==> config.mk <==
export PLATFORM = sky130hd
export DESIGN_NAME = pulse_width_meter
export DESIGN_NICKNAME = d
export VERILOG_FILES = /design/src/rtl/pulse_width_meter_pkg.sv /design/src/rtl/pulse_width_meter_sync_edge_detect.sv /design/src/rtl/pulse_width_meter.sv
export SDC_FILE = /design/constraint.sdc
export NUM_CORES = 1
export LEC_CHECK = 0
export BUFFER_PORTS_ARGS = -buffer_cell sky130_fd_sc_hd__buf_2
export CORE_ASPECT_RATIO = 0.7
export CORE_MARGIN = 3
export CORE_UTILIZATION = 40
export CTS_CLUSTER_SIZE = 24
export DETAILED_ROUTE_END_ITERATION = 10
export PLACE_DENSITY = 0.66
export RECOVER_POWER = 50
export SYNTH_ARGS = -nofsm -noshare
export SYNTH_HDL_FRONTEND = slang
export SYNTH_SLANG_ARGS = --single-unit
==> constraint.sdc <==
create_clock -name clk_i -period 2.7 [get_ports clk_i]
set_clock_uncertainty 0.05 [all_clocks]
set_input_delay 0.27 -clock clk_i [delete_from_list [all_inputs] [get_ports clk_i]]
set_output_delay 0.27 -clock clk_i [all_outputs]
set_load 0.05 [all_outputs]
==> src/rtl/pulse_width_meter_pkg.sv <==
// pulse_width_meter_pkg: FSM state encoding and default sizing shared by the meter.
`timescale 1ns/1ps
package pulse_width_meter_pkg;
  typedef enum logic [1:0] {IDLE = 2'd0, ARMED = 2'd1, MEASURE = 2'd2, DONE = 2'd3} state_e;
  localparam int NB_DEF = 20;
  localparam int MAX_COUNT_DEF = 1000000;
endpackage

==> src/rtl/pulse_width_meter_sync_edge_detect.sv <==
// pulse_width_meter_sync_edge_detect: 2-FF synchronizer plus history reg; idles high.
`timescale 1ns/1ps
module pulse_width_meter_sync_edge_detect (
  input  logic clk_i,
  input  logic rst_ni,
  input  logic sig_i,
  output logic s_o,
  output logic fall_o,
  output logic rise_o
);
  logic s1_q, s2_q, sp_q;
  always_ff @(posedge clk_i or negedge rst_ni) begin
    if (!rst_ni) begin
      s1_q <= 1'b1;
      s2_q <= 1'b1;
      sp_q <= 1'b1;
    end else begin
      s1_q <= sig_i;
      s2_q <= s1_q;
      sp_q <= s2_q;
    end
  end
  assign s_o    = s2_q;
  assign fall_o = sp_q & ~s2_q;
  assign rise_o = ~sp_q & s2_q;
endmodule

==> src/rtl/pulse_width_meter.sv <==
// pulse_width_meter: arms, captures one active-low pulse width in Tick units, holds it until Ack.
`timescale 1ns/1ps
module pulse_width_meter
  import pulse_width_meter_pkg::*;
#(
  parameter int NUMBER_OF_BITS = NB_DEF,
  parameter int MAX_COUNT      = MAX_COUNT_DEF
) (
  input  logic                      clk_i,
  input  logic                      rst_ni,
  input  logic                      tick_i,
  input  logic                      arm_i,
  input  logic                      cancel_i,
  input  logic                      signal_i,
  input  logic                      ack_i,
  output logic [NUMBER_OF_BITS-1:0] width_o,
  output logic                      valid_o,
  output logic                      overflow_o,
  output logic                      busy_o
);
  localparam logic [NUMBER_OF_BITS-1:0] MAXV = NUMBER_OF_BITS'(MAX_COUNT);
  state_e                    state_q;
  logic [NUMBER_OF_BITS-1:0] count_q, width_q;
  logic                      ovf_q, s, fall, rise;
  pulse_width_meter_sync_edge_detect u_sync (
    .clk_i (clk_i),
    .rst_ni(rst_ni),
    .sig_i (signal_i),
    .s_o   (s),
    .fall_o(fall),
    .rise_o(rise)
  );
  always_ff @(posedge clk_i or negedge rst_ni) begin
    if (!rst_ni) begin
      state_q <= IDLE;
      count_q <= '0;
      width_q <= '0;
      ovf_q   <= 1'b0;
    end else if (cancel_i) begin
      state_q <= IDLE;
      count_q <= '0;
      ovf_q   <= 1'b0;
    end else begin
      case (state_q)
        IDLE: if (arm_i) state_q <= ARMED;
        ARMED: if (fall) begin
          state_q <= MEASURE;
          count_q <= NUMBER_OF_BITS'(tick_i);
        end
        MEASURE: if (rise) begin
          state_q <= DONE;
          width_q <= count_q;
          ovf_q   <= 1'b0;
        end else if (!s && tick_i) begin
          // saturate instead of wrapping: the pulse outlasted the reportable range
          if (count_q == MAXV) begin
            state_q <= DONE;
            width_q <= MAXV;
            ovf_q   <= 1'b1;
          end else count_q <= count_q + 1'b1;
        end
        DONE: if (ack_i) begin
          state_q <= IDLE;
          ovf_q   <= 1'b0;
        end
        default: state_q <= IDLE;
      endcase
    end
  end
  assign width_o    = width_q;
  assign valid_o    = state_q == DONE;
  assign overflow_o = ovf_q;
  assign busy_o     = state_q == ARMED || state_q == MEASURE;
endmodule

==> results by group, run 1 <==
Routing
  • Vias after detailed routing: around 2,000
  • Count of antenna-violating nets left after detailed routing: 0
  • Via density per instance: 5.91
  • Iteration-0 DRC Markers: ~180
  • Total detailed-routing wirelength: ~5.6 mm
  • Drt wl/cell: 16.7 um
  • Drt drc: 0
  • Total iterations of the first detailed-routing run: 5

Hold path
  • Worst Min Path Start: cancel_i
  • End point of the worst hold path: count_q[0]$_DFFE_PN0P_
  • Worst hold path depth: 2
  • Hold crit path type: in2reg

STA
  • Final count of pins violating max slew: 0
  • Final worst path period share: between 80 and 90%
  • Setup repair after global routing missed its margin: no
  • Final setup viols: 0
  • Number of hold violations in the final report: 0
  • Setup Total Neg Slack: 0 ns
  • Worst-case headroom to the max-slew limit: 26.0%
  • Crit path time final: ~2.3 ns
  • Max Clk Rate: 431 MHz
  • Worst Tran Pin Value: roughly 1.1 ns
  • Final Worst Setup Slack: about 0.38 ns

Clocking
  • Clock tree root buffer cell: sky130_fd_sc_hd__clkbuf_8
  • Number of CTS-inserted buffers: 5
  • Clock latency reported for the late side of the worst-skew pair: 0.30 ns
  • Count of H-tree levels built during CTS: 2
  • Number of gates given a new drive strength after cts: 0
  • Clock slew at reported path FFs: 0.09 ns
  • Buffer levels on the longest clock path: 2
  • Total number of clock tree sinks: 46
  • CTS tree: yes

Worst setup path
  • Worst endpoint data arrival time: 2.50 ns
  • CP Data Required Time: about 2.9 ns
  • Highest-delay cell along the critical path: sky130_fd_sc_hd__nor2_1
  • Crit end category: flop
  • R2R Path Start: state_q[0]$_DFFE_PN0P_
  • Startpoint Class: flop
  • Worst Reg2Reg Path Length in Cells: 7
  • Classification of the worst setup path: reg2reg
  • Delay of the slowest cell on the worst path: 0.45 ns
  • Endpoint of the most critical register-to-register path: count_q[14]$_DFFE_PN0P_
  • Peak fanout along the critical path: 15
  • Sequence of cells on the critical path: inv_1, ha_1, nand2_1, nor2_1, buf_4, nand3_1, o21ai_0
  • Slack of the worst reg-to-reg path: 0.38 ns

Global routing
  • Number of antenna violations at the first check in global routing: 0
  • First-pass GRT wire length: about 9.6 mm
  • Pin count of the biggest net entering global routing: 47
  • Leftover overflow at the end of global routing: 0
  • Met2 GRT Util: approximately 23%
  • Global Route met3 Usage: 3.74%
  • Fraction of met1 tracks used by global routing: between 20% and 30%
  • Top Usage Layer GRT: met1
  • Overall fraction of global-route tracks in use: between 10% and 20%
  • Vias in the first global route: 1,856

Synthesis
  • Most area-hungry cell type in the Yosys netlist: sky130_fd_sc_hd__dfrtp_1
  • Ys async rst share: 100%
  • Post-synthesis instance area: 2390 um2
  • Yosys cell types: 44
  • Cells after Synth: 235
  • Number of flops mapped to enable cells by yosys: 0
  • Share of the synthesized area in the top cell type: between 40% and 50%
  • Adder-Cell Fraction of Synth Area: 3.67%
  • Avg Inst Size Synth: 10.2 um2
  • Part of the Yosys area used for sequential elements: 48.4%
  • Syn. warnings: 0
  • Main area contributors after synthesis: sky130_fd_sc_hd__dfrtp_1, sky130_fd_sc_hd__o21ai_0, sky130_fd_sc_hd__a22o_1
  • Complex-gate fraction of the synthesized area: around a quarter
  • Portion of netlist area occupied by mux cells: 0.839%
  • Number of flip-flops and latches in the synthesized netlist: 46
  • Predominant post-synthesis flop cell: sky130_fd_sc_hd__dfrtp_1
  • Largest family of logic cells by synthesized area: compound AO/OA/AOI/OAI gates
  • Fraction of synthesized cell area in xor and xnor cells: 0%
  • Net count of the mapped netlist: 249
  • Simple-gate share of the synthesized area: 18.2%

Placed design
  • Worst slack after detailed placement: ~0.44 ns
  • Quantity of I/O buffers inserted on ports: 29
  • Placed cell count: 330
  • Sum of net half-perimeters after detailed placement: 4.08 mm
  • Global placer's final weighted congestion: 0.870

Finish
  • Nets: 280
  • Leading cell type in the layout, fill and taps excluded: sky130_fd_sc_hd__dfrtp_1
  • Finished Layout Cells: 339
  • Layout area overhead: 13.2%
  • Most frequent cells in the layout: sky130_fd_sc_hd__dfrtp_1, sky130_fd_sc_hd__o21ai_0, sky130_fd_sc_hd__buf_2, sky130_fd_sc_hd__nand2_1, sky130_fd_sc_hd__a22o_1
  • Share of post-route cells with drive strength above 1: 18.4%
  • Antenna diode count: 0

Status
  • Status: finished, final reports clean

Floorplanning
  • I/O pin count: 30
  • Height of the die: about 71 um
  • Area of the die: 6940 um2
  • Std cell rows: 22
  • Area inside the core boundary: 5510 um2
  • Starting density of the core: a little over two fifths
  • Die outline width: ~98 um

Power and ir drop
  • Sum of internal, switching and leakage power: slightly above 2 mW
  • Fraction of power consumed by the clock network: a little over a fifth
  • Combinational share of power: about two fifths
  • Total power per unit cell area: 752 nW/um2
  • Share of total power consumed by net switching: a little over two fifths
  • Pint: about 1.2 mW
  • Sequential cell fraction of total power: 41.0%
  • Standby leakage power: 1.22 nW
  • Net switching component of the power: approximately 850 uW
  • Peak supply drop: 0.547 mV

Run
  • Max-cap viol count: 0
worst max path at each step:
stage	from	endpoint	slack [ns]
2_1_floorplan	state_q[0]$_DFFE_PN0P_	state_q[1]$_DFFE_PN0P_	0.74
3_3_place_gp	state_q[0]$_DFFE_PN0P_	count_q[14]$_DFFE_PN0P_	0.41
3_5_place_dp	state_q[0]$_DFFE_PN0P_	count_q[14]$_DFFE_PN0P_	0.44
4_1_cts	state_q[0]$_DFFE_PN0P_	count_q[19]$_DFFE_PN0P_	0.41
5_1_grt	state_q[0]$_DFFE_PN0P_	count_q[14]$_DFFE_PN0P_	0.23
6_report	state_q[0]$_DFFE_PN0P_	count_q[14]$_DFFE_PN0P_	0.38
power by group through the flow:
stage,clock network [mW],logic (mW),registers [mW]
4_1_cts,0.437,0.781,0.832
3_3_place_gp,0,0.771,0.844
6_report,0.426,0.774,0.832
5_1_grt,0.472,0.842,0.847
3_5_place_dp,0,0.777,0.845
2_1_floorplan,0,0.372,1.06
cells by family after synthesis:
group | after synthesis
DFF | 46
and+or+nand+nor | 74
muxes | 2
buffers and inverters | 23
AOI/OAI and AO/OA | 83
adders and majority gates | 7
Yosys cell counts (all sizes together) (4+ instances only):
cell type,instances
clkbuf,7
a21oi,9
nand2b,4
ha,7
nand3,11
buf,8
nand4,8
o31ai,4
o22a,6
dfrtp,43
nor2b,5
inv,8
nand2,16
nor2,9
and3,4
a31oi,8
o21ai,30
a22o,14
registers in the layout, indices dropped and copies added, names as in the netlist:
| register | count |
|---|---|
| u_sync.s1_q | 1 |
| overflow_o | 1 |
| u_sync.s_o | 1 |
| state_q | 2 |
| u_sync.sp_q | 1 |
| count_q | 20 |
| width_o | 20 |
final cells by class:
type	instances	area, um2
multi-input cells	166	1130
flip-flops and latches	46	1150
clock buffers	5	68.8
well taps	72	90.1
repair buffers	39	210
clock inverters	3	21.3
fillers	533	2800
inverters	8	30.0
repair_timing:
item | CTS | global route
setup buffers | 0 | 0
hold endpoints to repair | 0 | 1
endpoints found under the setup margin | 0 | 0
hold buffers | 0 | 1
routing by layer:
metal  wire (um)  share of wire [%]
met1        2850                 50
met2        2290                 40
met3         479                8.5
met4          31               0.55
met5           0                  0
metrics by stage:
step	hold slack, ns	area [um2]	utilization [%]
global placement	0.296	2610	47.5
floorplan	-0.0756	2390	-
finish	0.166	2700	49.1
global route	0.179	2700	49.1
CTS	0.00517	2700	49.1
detailed placement	0.303	2610	47.5
worst max-delay path: cells and delay by family, from the launching register on:
family                     cells  cell delay, ns
and+or+nand+nor                3            0.92
adders and majority gates      1            0.30
buffers and inverters          2            0.37
DFF                            1            0.43
AOI/OAI and AO/OA              1            0.18
No activity file was read; power rests on OpenSTA's default activity.
==> inputs of run 2 (changes only) <==
- REMOVE_ABC_BUFFERS: not set -> 1
- clock period: 2.7 -> 2.4 ns (I/O delays scaled with it)
==> run 2 against run 1 <==
- global-route usage rose by 0.67 points
- hold slack got worse by 0.024 ns
- setup slack got worse by 0.21 ns
- first-iteration DRC count fell by 5.7%
- sequential power rose by 13%
- register-to-register slack got worse by 0.21 ns
- largest cell class unchanged
- largest power group unchanged
==> results by group, run 2 (synthesis gave the netlist of run 1 again) <==
Floorplanning
  • Area inside the core boundary: 5510 um2 (unchanged)
  • Die outline width: 98.3 um (unchanged)
  • Height of the die: 70.6 um (unchanged)
  • Area of the die: 6940 um2 (unchanged)
  • I/O pin count: 30 (unchanged)
  • Starting density of the core: 43.3% (unchanged)
  • Std cell rows: 22 (unchanged)

Finish
  • Post-route cell area: 2800 um2 (+3.5%)
  • Area of the multi-input gates: 1130 um2 (+0.22%)
  • Share of post-route cells with drive strength above 1: 16.1% (-2.2 points)
  • Antenna diode count: 0 (unchanged)
  • Most frequent cells in the layout: sky130_fd_sc_hd__dfrtp_1, sky130_fd_sc_hd__o21ai_0, sky130_fd_sc_hd__clkbuf_1, sky130_fd_sc_hd__buf_4, sky130_fd_sc_hd__nand2_1
  • Sequential Area: 1150 um2 (unchanged)
  • Leading cell type in the layout, fill and taps excluded: sky130_fd_sc_hd__dfrtp_1
  • Number of filler instances in the final layout: 516 (-3.2%)
  • Nets: 292 (+4.3%)
  • Finished Layout Cells: 351 (+3.5%)
  • Layout area overhead: 17.1%

STA
  • Worst-case headroom to the max-slew limit: 17.4% (-8.5 points)
  • Number of hold violations in the final report: 0 (unchanged)
  • Final worst path period share: 93.0% (+7.0 points)
  • Setup repair after global routing missed its margin: no
  • Final setup viols: 0 (unchanged)
  • Worst Tran Pin Value: 1.24 ns (+0.128 ns)
  • Final count of pins violating max slew: 0 (unchanged)
  • Crit path time final: 2.23 ns (-0.0889 ns)
  • Max Clk Rate: 448 MHz (+4.0%)
  • Setup Total Neg Slack: 0 ns (unchanged)

Clocking
  • CTS tree: yes
  • Total number of clock tree sinks: 46 (unchanged)
  • Clock latency reported for the late side of the worst-skew pair: 0.30 ns (about the same)
  • Clock tree root buffer cell: sky130_fd_sc_hd__clkbuf_8
  • Clock slew at reported path FFs: 0.08 ns (about the same)
  • Number of CTS-inserted buffers: 5 (unchanged)
  • Buffer levels on the longest clock path: 2 (unchanged)
  • Count of H-tree levels built during CTS: 2 (unchanged)

Worst setup path
  • Peak fanout along the critical path: 7 (-8)
  • Classification of the worst setup path: reg2reg
  • Crit end category: flop
  • CP Data Required Time: 2.52 ns (-0.36 ns)
  • Startpoint Class: flop
  • Worst endpoint data arrival time: 2.35 ns (-0.15 ns)

Routing
  • Total detailed-routing wirelength: 5.95 mm (+5.3%)
  • Count of antenna-violating nets left after detailed routing: 0 (unchanged)
  • Vias after detailed routing: 2,059 (+2.8%)
  • Drt wl/cell: 16.9 um (+1.7%)
  • Via density per instance: 5.87 (-0.67%)
  • Total iterations of the first detailed-routing run: 4 (-1)
  • Drt drc: 0 (unchanged)
  • Iteration-0 DRC Markers: 165 (-5.7%)

Power and ir drop
  • Sum of internal, switching and leakage power: 2.37 mW (+17%)
  • Peak supply drop: 0.796 mV (+46%)
  • Standby leakage power: 1.24 nW (+1.4%)
  • Total power per unit cell area: 847 nW/um2 (+13%)

Global routing
  • Pin count of the biggest net entering global routing: 26 (-45%)
  • Vias in the first global route: 1,924 (+3.7%)
  • Leftover overflow at the end of global routing: 0 (unchanged)
  • Overall fraction of global-route tracks in use: 18.1% (+0.67 points)
  • First-pass GRT wire length: 10.1 mm (+5.2%)
  • Number of antenna violations at the first check in global routing: 0 (unchanged)

Placed design
  • Global placer's final weighted congestion: 0.848 (-2.5%)
  • Quantity of I/O buffers inserted on ports: 29 (unchanged)
  • Placed cell count: 341 (+3.3%)
  • Total cell area at the placement stage: 2700 um2 (+3.2%)
  • Sum of net half-perimeters after detailed placement: 4.34 mm (+6.5%)

Run
  • Max-cap viol count: 0 (unchanged)

Hold path
  • Hold crit path type: in2reg

Status
  • Status: finished, final reports clean
run 2: cell count changes in the layout (fill, tap and decap cells not counted), sizes merged:
cell	previous run	this run
buf	29	26
bufinv	0	1
clkbuf	14	30
clkinv	2	0
clkinvlp	1	0
dlygate4sd3	1	2
run 2: what timing repair did:
item | 4_1_cts | 5_1_grt
gates resized for setup | 0 | 1
setup endpoints to repair | 0 | 1
setup buffers | 0 | 0
hold endpoints to repair | 19 | 0
hold buffers | 2 | 0
run 2: cell type report:
class,instances,share of cell area [%]
clock buffers,7,2.73
clock inverters,1,1.07
inverters,8,1.07
multi-input cells,166,40.4
flip-flops and latches,46,41.3
well taps,72,3.22
repair buffers,51,10.2
run 2: per-layer routing:
layer,track usage (%),vias up,share of wire [%]
met3,3.74,9,7.2
li1,-,974,-
met2,24.6,76,41
met4,5.00,0,1.2
met1,28.7,1000,51
met5,0,-,0
run 2: power by group:
part / switching [mW] / internal, mW / total (mW) / leakage, nW
Sequential: 0.0692 / 0.870 / 0.939 / 0.616
Combinational: 0.625 / 0.247 / 0.872 / 0.569
Clock: 0.246 / 0.312 / 0.557 / 0.0524
run 2: worst max-delay path: stages (launching register included):
cell and delay [ns]:
sky130_fd_sc_hd__dfrtp_1 0.44, sky130_fd_sc_hd__inv_1 0.10, sky130_fd_sc_hd__ha_1 0.18, sky130_fd_sc_hd__and4b_1 0.21, sky130_fd_sc_hd__nand3_1 0.12, sky130_fd_sc_hd__or3_1 0.53
sky130_fd_sc_hd__o21ai_0 0.33, sky130_fd_sc_hd__o21ai_0 0.15
run 2: stage by stage:
step           hold slack, ns  util (%)  setup slack [ns]
2_1_floorplan          -0.106         -           -0.0760
3_3_place_gp            0.187      49.0             0.251
3_5_place_dp            0.194      49.0             0.236
4_1_cts                 0.140      51.3             0.187
5_1_grt                 0.150      50.8            0.0515
6_report                0.142      50.8             0.168
run 2: final timing paths:
kind | from | end | slack (ns) | depth (start not counted)
setup / recovery | count_q[0]$_DFFE_PN0P_ | count_q[2]$_DFFE_PN0P_ | 0.17 | 7
hold / removal | cancel_i | count_q[0]$_DFFE_PN0P_ | 0.14 | 2
setup reg to reg | count_q[0]$_DFFE_PN0P_ | count_q[2]$_DFFE_PN0P_ | 0.17 | 7
hold reg to reg | u_sync.s1_q$_DFF_PN1_ | u_sync.s_o$_DFF_PN1_ | 0.31 | 0
max in group asynchronous | rst_ni | count_q[11]$_DFFE_PN0P_ | 0.40 | 3
min in group asynchronous | rst_ni | state_q[0]$_DFFE_PN0P_ | 0.67 | 2
